`src/rtl/core_pkg.sv`:
```
// rtl/core_pkg.sv - shared fetch-path widths, slot/group types and pop clipping helper
package core_pkg;

  localparam int XLEN        = 32;
  localparam int INSTR_BYTES = 4;

  typedef struct packed {
    logic [XLEN-1:0] instr;
    logic [XLEN-1:0] pc;
  } fetch_slot_t;

  typedef struct packed {
    logic [XLEN-1:0] pc;
    logic [XLEN-1:0] instr0;
    logic [XLEN-1:0] instr1;
    logic            valid;
  } fetch_group_t;

  // Decode can take at most two per cycle; an encoded 3 means "as many as possible".
  function automatic logic [1:0] clip_pop(input logic [1:0] req);
    return (req == 2'd3) ? 2'd2 : req;
  endfunction

endpackage

```
`src/rtl/fetch_buffer_if.sv`:
```
// rtl/fetch_buffer_if.sv - fetch-group input, stall/flush and dual decode output bundle
interface fetch_buffer_if;
  import core_pkg::*;

  logic            in_valid;
  logic [XLEN-1:0] in_pc;
  logic [XLEN-1:0] in_instr0;
  logic [XLEN-1:0] in_instr1;
  logic            stall_out;
  logic            flush;
  logic [1:0]      pop_cnt;
  logic            out_valid0;
  logic [XLEN-1:0] out_instr0;
  logic [XLEN-1:0] out_pc0;
  logic            out_valid1;
  logic [XLEN-1:0] out_instr1;
  logic [XLEN-1:0] out_pc1;

  // Fetch/decode side: presents groups, redirects and consumption counts
  modport master (
    output in_valid, in_pc, in_instr0, in_instr1, flush, pop_cnt,
    input  stall_out, out_valid0, out_instr0, out_pc0,
           out_valid1, out_instr1, out_pc1
  );

  // Buffer side
  modport slave (
    input  in_valid, in_pc, in_instr0, in_instr1, flush, pop_cnt,
    output stall_out, out_valid0, out_instr0, out_pc0,
           out_valid1, out_instr1, out_pc1
  );

endinterface

```
`src/rtl/fetch_buffer_ram.sv`:
```
// rtl/fetch_buffer_ram.sv - DEPTH x fetch_slot_t storage, two write ports, two async read ports
module fetch_buffer_ram
  import core_pkg::*;
#(
  parameter  int DEPTH = 8,
  localparam int AW    = $clog2(DEPTH)
) (
  input  logic        clk,
  input  logic        we,
  input  logic [AW-1:0] waddr0,
  input  fetch_slot_t wdata0,
  input  logic [AW-1:0] waddr1,
  input  fetch_slot_t wdata1,
  input  logic [AW-1:0] raddr0,
  output fetch_slot_t rdata0,
  input  logic [AW-1:0] raddr1,
  output fetch_slot_t rdata1
);

  fetch_slot_t mem_q [DEPTH];

  // Both halves of a group land together; tail is always even so the addresses never collide
  always_ff @(posedge clk) begin
    if (we) begin
      mem_q[waddr0] <= wdata0;
      mem_q[waddr1] <= wdata1;
    end
  end

  assign rdata0 = mem_q[raddr0];
  assign rdata1 = mem_q[raddr1];

endmodule

```
`src/rtl/fetch_buffer.sv`:
```
// rtl/fetch_buffer.sv - dual-issue instruction queue between fetch and decode; FETCH_BUF_STATS_EN adds stall/flush counters
module fetch_buffer
  import core_pkg::*;
#(
  parameter int DEPTH = 8
) (
  input  logic        clk,
  input  logic        reset,
  fetch_buffer_if.slave fb
`ifdef FETCH_BUF_STATS_EN
  ,
  output logic [31:0] stat_stall_cycles,
  output logic [31:0] stat_flush_count
`endif
);

  localparam int AW = $clog2(DEPTH);
  localparam int CW = AW + 1;
  localparam logic [CW-1:0] DEPTH_C = CW'(DEPTH);

  fetch_group_t grp;
  fetch_slot_t  wdata0, wdata1, rdata0, rdata1;

  logic [AW-1:0] head_q, head_d;
  logic [AW-1:0] tail_q, tail_d;
  logic [CW-1:0] count_q, count_d;
  logic          stall_q, stall_d;
  logic          push;
  logic [1:0]    pop_req;
  logic [CW-1:0] pop_eff;

  assign grp = '{pc: fb.in_pc, instr0: fb.in_instr0, instr1: fb.in_instr1, valid: fb.in_valid};

  assign wdata0 = '{instr: grp.instr0, pc: grp.pc};
  assign wdata1 = '{instr: grp.instr1, pc: grp.pc + XLEN'(INSTR_BYTES)};

  fetch_buffer_ram #(.DEPTH(DEPTH)) u_ram (
    .clk    (clk),
    .we     (push),
    .waddr0 (tail_q),
    .wdata0 (wdata0),
    .waddr1 (tail_q + AW'(1)),
    .wdata1 (wdata1),
    .raddr0 (head_q),
    .rdata0 (rdata0),
    .raddr1 (head_q + AW'(1)),
    .rdata1 (rdata1)
  );

  // Next-state for pointers, occupancy and stall; flush wipes everything and drops the group
  always_comb begin
    pop_req = clip_pop(fb.pop_cnt);
    pop_eff = (CW'(pop_req) > count_q) ? count_q : CW'(pop_req);
    push    = grp.valid && !stall_q && !fb.flush;
    head_d  = head_q + AW'(pop_eff);
    tail_d  = push ? tail_q + AW'(2) : tail_q;
    count_d = count_q + (push ? CW'(2) : CW'(0)) - pop_eff;
    if (fb.flush) begin
      head_d  = '0;
      tail_d  = '0;
      count_d = '0;
    end
    stall_d = (DEPTH_C - count_d) < CW'(2);
  end

  // Queue state registers
  always_ff @(posedge clk or negedge reset) begin
    if (!reset) begin
      head_q  <= '0;
      tail_q  <= '0;
      count_q <= '0;
      stall_q <= 1'b0;
    end else begin
      head_q  <= head_d;
      tail_q  <= tail_d;
      count_q <= count_d;
      stall_q <= stall_d;
    end
  end

  assign fb.stall_out  = stall_q;
  assign fb.out_valid0 = (count_q != '0);
  assign fb.out_valid1 = (count_q >= CW'(2));
  // Gating keeps never-written storage from leaking onto the outputs
  assign fb.out_instr0 = fb.out_valid0 ? rdata0.instr : '0;
  assign fb.out_pc0    = fb.out_valid0 ? rdata0.pc    : '0;
  assign fb.out_instr1 = fb.out_valid1 ? rdata1.instr : '0;
  assign fb.out_pc1    = fb.out_valid1 ? rdata1.pc    : '0;

`ifdef FETCH_BUF_STATS_EN
  logic [31:0] stall_cnt_q, stall_cnt_d;
  logic [31:0] flush_cnt_q, flush_cnt_d;

  // Saturating event counters
  always_comb begin
    stall_cnt_d = stall_cnt_q;
    flush_cnt_d = flush_cnt_q;
    if (fb.in_valid && stall_q && (stall_cnt_q != '1)) stall_cnt_d = stall_cnt_q + 32'd1;
    if (fb.flush && (flush_cnt_q != '1))               flush_cnt_d = flush_cnt_q + 32'd1;
  end

  // Counter registers
  always_ff @(posedge clk or negedge reset) begin
    if (!reset) begin
      stall_cnt_q <= '0;
      flush_cnt_q <= '0;
    end else begin
      stall_cnt_q <= stall_cnt_d;
      flush_cnt_q <= flush_cnt_d;
    end
  end

  assign stat_stall_cycles = stall_cnt_q;
  assign stat_flush_count  = flush_cnt_q;
`endif

endmodule

```
`src/flat_wrapper.sv`:
```
// flat-port wrapper written by rule: the top's interface ports become plain ports
module fetch_buffer_flat import core_pkg::*;
#(
  parameter int DEPTH = 8
)
  (clk, reset, fb_in_valid, fb_in_pc, fb_in_instr0, fb_in_instr1, fb_flush, fb_pop_cnt, fb_stall_out, fb_out_valid0, fb_out_instr0, fb_out_pc0, fb_out_valid1, fb_out_instr1, fb_out_pc1);
  fetch_buffer_if fb_i ();
  input  logic clk;
  input  logic reset;
  input wire logic [$bits(fb_i.in_valid)-1:0] fb_in_valid;
  input wire logic [$bits(fb_i.in_pc)-1:0] fb_in_pc;
  input wire logic [$bits(fb_i.in_instr0)-1:0] fb_in_instr0;
  input wire logic [$bits(fb_i.in_instr1)-1:0] fb_in_instr1;
  input wire logic [$bits(fb_i.flush)-1:0] fb_flush;
  input wire logic [$bits(fb_i.pop_cnt)-1:0] fb_pop_cnt;
  output wire logic [$bits(fb_i.stall_out)-1:0] fb_stall_out;
  output wire logic [$bits(fb_i.out_valid0)-1:0] fb_out_valid0;
  output wire logic [$bits(fb_i.out_instr0)-1:0] fb_out_instr0;
  output wire logic [$bits(fb_i.out_pc0)-1:0] fb_out_pc0;
  output wire logic [$bits(fb_i.out_valid1)-1:0] fb_out_valid1;
  output wire logic [$bits(fb_i.out_instr1)-1:0] fb_out_instr1;
  output wire logic [$bits(fb_i.out_pc1)-1:0] fb_out_pc1;
  assign fb_i.in_valid = fb_in_valid;
  assign fb_i.in_pc = fb_in_pc;
  assign fb_i.in_instr0 = fb_in_instr0;
  assign fb_i.in_instr1 = fb_in_instr1;
  assign fb_i.flush = fb_flush;
  assign fb_i.pop_cnt = fb_pop_cnt;
  assign fb_stall_out = fb_i.stall_out;
  assign fb_out_valid0 = fb_i.out_valid0;
  assign fb_out_instr0 = fb_i.out_instr0;
  assign fb_out_pc0 = fb_i.out_pc0;
  assign fb_out_valid1 = fb_i.out_valid1;
  assign fb_out_instr1 = fb_i.out_instr1;
  assign fb_out_pc1 = fb_i.out_pc1;
  fetch_buffer #(.DEPTH(DEPTH)) u_core (.clk(clk), .reset(reset), .fb(fb_i));
endmodule
```
`config.mk`:
```
export PLATFORM = sky130hd
export DESIGN_NAME = fetch_buffer_flat
export DESIGN_NICKNAME = d
export VERILOG_FILES = /design/src/rtl/core_pkg.sv /design/src/rtl/fetch_buffer_if.sv /design/src/rtl/fetch_buffer_ram.sv /design/src/rtl/fetch_buffer.sv /design/src/flat_wrapper.sv
export SDC_FILE = /design/constraint.sdc
export NUM_CORES = 1
export LEC_CHECK = 0
export CORE_ASPECT_RATIO = 0.8
export CORE_MARGIN = 1.5
export CORE_UTILIZATION = 35
export CTS_CLUSTER_DIAMETER = 120
export DETAILED_ROUTE_END_ITERATION = 12
export DONT_BUFFER_PORTS = 1
export RECOVER_POWER = 100
export SKIP_LAST_GASP = 1
export SYNTH_ARGS = -nofsm -noshare
export SYNTH_HDL_FRONTEND = slang
export SYNTH_SLANG_ARGS = --single-unit
```
`constraint.sdc`:
```
create_clock -name clk -period 6.25 [get_ports clk]
set_input_delay 0.9375 -clock clk [delete_from_list [all_inputs] [get_ports clk]]
set_output_delay 0.9375 -clock clk [all_outputs]
set_load 0.05 [all_outputs]
```
======== Yosys cells after proc, flatten, opt, wreduce, memory -nomap -nowiden ========
Memory sizes are Yosys's and may differ from the RTL's.
Cells that the tools add are included.
word-level totals
  register bits after elaboration ......... 11
  memory bits (writable) .................. 512
  memories kept ........................... 1
  output and inout port bits .............. 131
  word-level logic and storage cells ...... 36
cells by class
  multiplexer cells ....................... 13
  $add $sub $neg .......................... 8
  magnitude comparators ................... 3
  reductions and logical operators ........ 6
  equality and inequality tests ........... 1
memories
  name                words  width  read ports  clocked after memory_dff  write ports  RTL line                RTL
  u_core.u_ram.mem_q  8      64     2           0                         2            fetch_buffer_ram.sv:20  fetch_slot_t mem_q [DEPTH];
operators with widths
  operator               count
  $mux 32                4
  $add 32x3->32 const B  1
  $mux 3                 3
  $mux 4                 2
  $add 3x1->3 const B    2
  $add 4x4->4            1
  $ge 4x2->1 const B     1
  $gt 2x4->1             1
  $lt 4x2->1 const B     1
  $mux 2                 2
  $reduce_bool 4->1      1
  $sub 4x4->4            1
  $sub 4x4->4 const A    1
  $add 3x2->3 const B    1
  $add 3x3->3            1
  $eq 2x2->1 const B     1
  $logic_and 1x1->1      2
  $logic_not 1->1        2
  $mux 1                 2
  $reduce_bool 2->1      1

======== Logic depth before layout (Yosys ltp) ========
  word-level depth ........................ 9
  gate-level depth with buffers ........... 14
  mapped depth without buffers ............ 14

======== By module ========
Synthesis repeated with hierarchy kept, for this count alone.
second synthesis, totals
  cells, all modules ...................... 1863
  area total of the unflattened synthesis .. 31482.7 sq um
by module, submodules not included
  module            cells an instance  instances  area each (sq um)
  fetch_buffer_ram  1558               1          29315.6
  fetch_buffer      305                1          2167.1

======== Worst setup path after synthesis ========
OpenSTA, ideal clock, no wires.
  path kind ............................... input to register
  from .................................... input fb_flush
  to ...................................... memory u_core.u_ram.mem_q[2][0] (netlist name) (enable)
  path slack .............................. 0.717 ns
  path buffers ............................ 2
  stages on the path ...................... 4
  data required time ...................... 5.710 ns
  arrival ................................. 4.994 ns
  path through ............................ nand4bb_1 buf_2 clkinv_1 clkbuf_1
RTL lines
  item                RTL line                RTL
  start: declaration  flat_wrapper.sv:14      input wire logic [$bits(fb_i.flush)-1:0] fb_flush;
  end: declaration    fetch_buffer_ram.sv:20

======== Worst setup path in the final report ========
  from .................................... register u_core.count_q[2]
  to ...................................... output fb_out_pc1[1]
between the ends
  longest elaborated chain between the ends .. 2
RTL lines
  item                      RTL line            RTL
  start: declaration        fetch_buffer.sv:26  logic [CW-1:0] count_q, count_d;
  start signal: assignment  fetch_buffer.sv:76  count_q <= count_d;
  $ge 4x2->1                fetch_buffer.sv:83  assign fb.out_valid1 = (count_q >= CW'(2));
  net fb_out_valid1         flat_wrapper.sv:20  output wire logic [$bits(fb_i.out_valid1)-1:0] fb_out_valid1;
  $mux 32                   fetch_buffer.sv:88  assign fb.out_pc1 = fb.out_valid1 ? rdata1.pc : '0;
  end: declaration          flat_wrapper.sv:22  output wire logic [$bits(fb_i.out_pc1)-1:0] fb_out_pc1;
The timed path passes the listed nets, and every way through them passes these cells.

==> run metrics <==
status complete, but fails checks; failing checks max-capacitance violations, max-slew violations; final cell count without fillers 3011; WL/cell 24.4 um; setup_tns 0 ns; #FFs+latches synth 514; flop-to-flop setup slack 0.90 ns; critical path launch point u_core.count_q[2]; CORE AREA 77700 um2; largest net degree at the start of global routing 121; most common cell after layout, fill and taps aside nand2_1; Final Cycle Share 91.6%; hold_ws 0.389 ns; gpl congestion 0.766; Post-Syn Nets 2178; vias in the first global route 17000; DR iter-0 viols 1568; # nets final 2064; CP Max Fanout 31; RR Startpoint u_core.fb.stall_out; most frequent cells in the layout nand2_1 (552), edfxtp_1 (504), mux4_2 (252); Peak Freq 0.175 GHz; FP Rows 91; Mean Syn Cell Area 13.4 um2; CP dominant cell by count inv_1; final hold viol count 0; final count of pins violating max slew 664; Root Driver clkbuf_16; Worst-Skew Late Latency 0.63 ns; CTS buffer count 55; Placed Cells 2910; Distinct cells, synth 46; Hold Path End u_core.head_q[1]; synthesized cell area 27700 um2; number of max-cap violations 11; H-tree levels 2; Starting Density 35.6%; area delta synth->final 9.17%; R2R depth 5; Startpoint Class flop; Final ANT Viol Nets 0; final WL 73600 um; dpl cell area 28600 um2; r2r endpoint u_core.u_ram.mem_q[3][58]; CTS sink cnt 514; Slew HR -155%; skew final 0.0349 ns; drt drc 0; EDFF count, synth 504; port bufs 0; GRT overflow 0; Diodes inserted 0; Worst Tran Pin Value 3.82 ns; Final Cell Area 30200 um2; DIE AREA 80700 um2; peak supply drop 371 uV; max incr delay on CP 1.79 ns; share of cells above drive strength 1 18.8%; Static Leakage 9.83 nW; most used flip-flop cell after synthesis edfxtp_1; Final Setup Violations 0; CTS tree built; CP Cell Sequence inv_1, ha_1, a21boi_4, clkbuf_1, inv_1, and2_0; via-per-instance ratio 5.58; IO Count 233; Vert. Die Dim 254 um; first-pass GRT wire length 108000 um; Hold Path Origin fb_flush; Critical Path RT 5.31 ns; Yosys warning count 0; nature of the critical path endpoint primary output; crit path time final 5.73 ns; Die Wd 317 um; Worst Setup Path Type flop to primary output; FFs w/ async S/R, synth 1.95%; clock tree buffer depth 3; Initial DRT Pass Iterations 5; total track usage 17.9%; WP data arrival 4.79 ns; post-synthesis sequential area ratio 55.6%; initial antenna violation count 3; WHS Path Cells 1; Setup Buffers After CTS 0; Filler Cell Count 7206; hold crit path type input port to flop; post-synthesis cell count 2059; Power per Cell Area 489 nW/um2; area occupied by multi-input gates 11300 um2; HPWL Detailed 43900 um; Worst path slowest cell clkbuf_1; register area 15400 um2; RSZ-0062 raised after global routing no; via count 16800; Worst-path clk slew 0.06 ns
[metal layers]
metal,wire length (um),part of all wire (%),vias to the layer above,track usage [%]
met5,13,0.018,-,0
met4,1520,2.1,2,4.73
li1,-,-,7333,-
met2,35300,48,639,29.3
met1,30000,41,8731,24.3
met3,6720,9.1,97,3.90
[final cells by class]
| class | instances | area share [%] |
|---|---|---|
| flip-flops and latches | 514 | 51.0 |
| repair buffers | 54 | 1.23 |
| inverters | 18 | 0.253 |
| well taps | 1023 | 4.24 |
| multi-input cells | 1302 | 37.4 |
| clock buffers | 75 | 4.98 |
| clock inverters | 25 | 0.941 |
[worst max-delay path by stage]
stage	end	slack, ns	cells after the start
finish	fb_out_pc1[1]	0.52	6
global route	fb_out_pc1[1]	0.37	6
CTS	fb_out_pc1[21]	0.92	5
detailed placement	fb_out_pc1[21]	1.58	5
global placement	fb_out_pc1[21]	1.61	5
floorplan	u_core.u_ram.mem_q[2][0]	0.72	4
[synthesized netlist by cell type, types with 8 or more instances]
library cell | count | area (um2)
nand2_1 | 552 | 2070
buf_1 | 8 | 30.0
nand4_1 | 24 | 150
buf_2 | 70 | 350
inv_1 | 14 | 52.6
xor2_1 | 38 | 333
dfrtp_1 | 10 | 250
clkbuf_1 | 144 | 541
edfxtp_1 | 504 | 15100
xnor2_1 | 83 | 727
a21oi_1 | 64 | 320
ha_1 | 14 | 175
nor3_2 | 8 | 80.1
mux4_2 | 252 | 5680
nor2_1 | 104 | 390
nand3_1 | 43 | 215
mux2i_1 | 64 | 641
[critical path: cells and delay by family (launching register included)]
kind	cells	cell delay [ns]
buffers and inverters	3	2.72
DFF	1	0.34
adders and majority gates	1	0.27
AOI/OAI and AO/OA	1	0.18
and+or+nand+nor	1	0.64
[what timing repair did]
action,in CTS,in global routing
resized for setup,0,0
endpoints found under the hold margin,10,0
endpoints found under the setup margin,0,0
hold buffers,1,0
[state kept, by name, summed over array words and instances, names as in the netlist]
signal               count
u_core.count_q           4
u_core.fb.stall_out      1
u_core.tail_q            2
u_core.u_ram.mem_q     504
u_core.head_q            3
[report_power, final]
group / internal [mW] / total (mW) / switching, mW
Clock: 1.93 / 3.29 / 1.37
Sequential: 4.02 / 4.20 / 0.183
Combinational: 2.12 / 7.27 / 5.15
Total: 8.06 / 14.8 / 6.70
[logic make-up after synthesis]
| group | after synthesis | synth area share (%) |
|---|---|---|
| AOI/OAI and AO/OA | 71 | 1.33 |
| muxes | 316 | 22.8 |
| and+or+nand+nor | 777 | 11.8 |
| xor gates and xnor gates | 121 | 3.83 |
| buffers and inverters | 243 | 3.68 |
| adders and majority gates | 17 | 0.851 |
| DFF | 514 | 55.6 |
[through the flow]
step                      util, %  worst slack (ns)  total power, mW
after global placement       36.9              1.61             11.6
after CTS                    39.2             0.925             15.0
final                        38.9             0.522             14.8
after floorplan                 -             0.717             10.1
after detailed placement     36.9              1.58             11.7
after global routing         38.9             0.367             15.4
(Power assumes the default switching activity.)
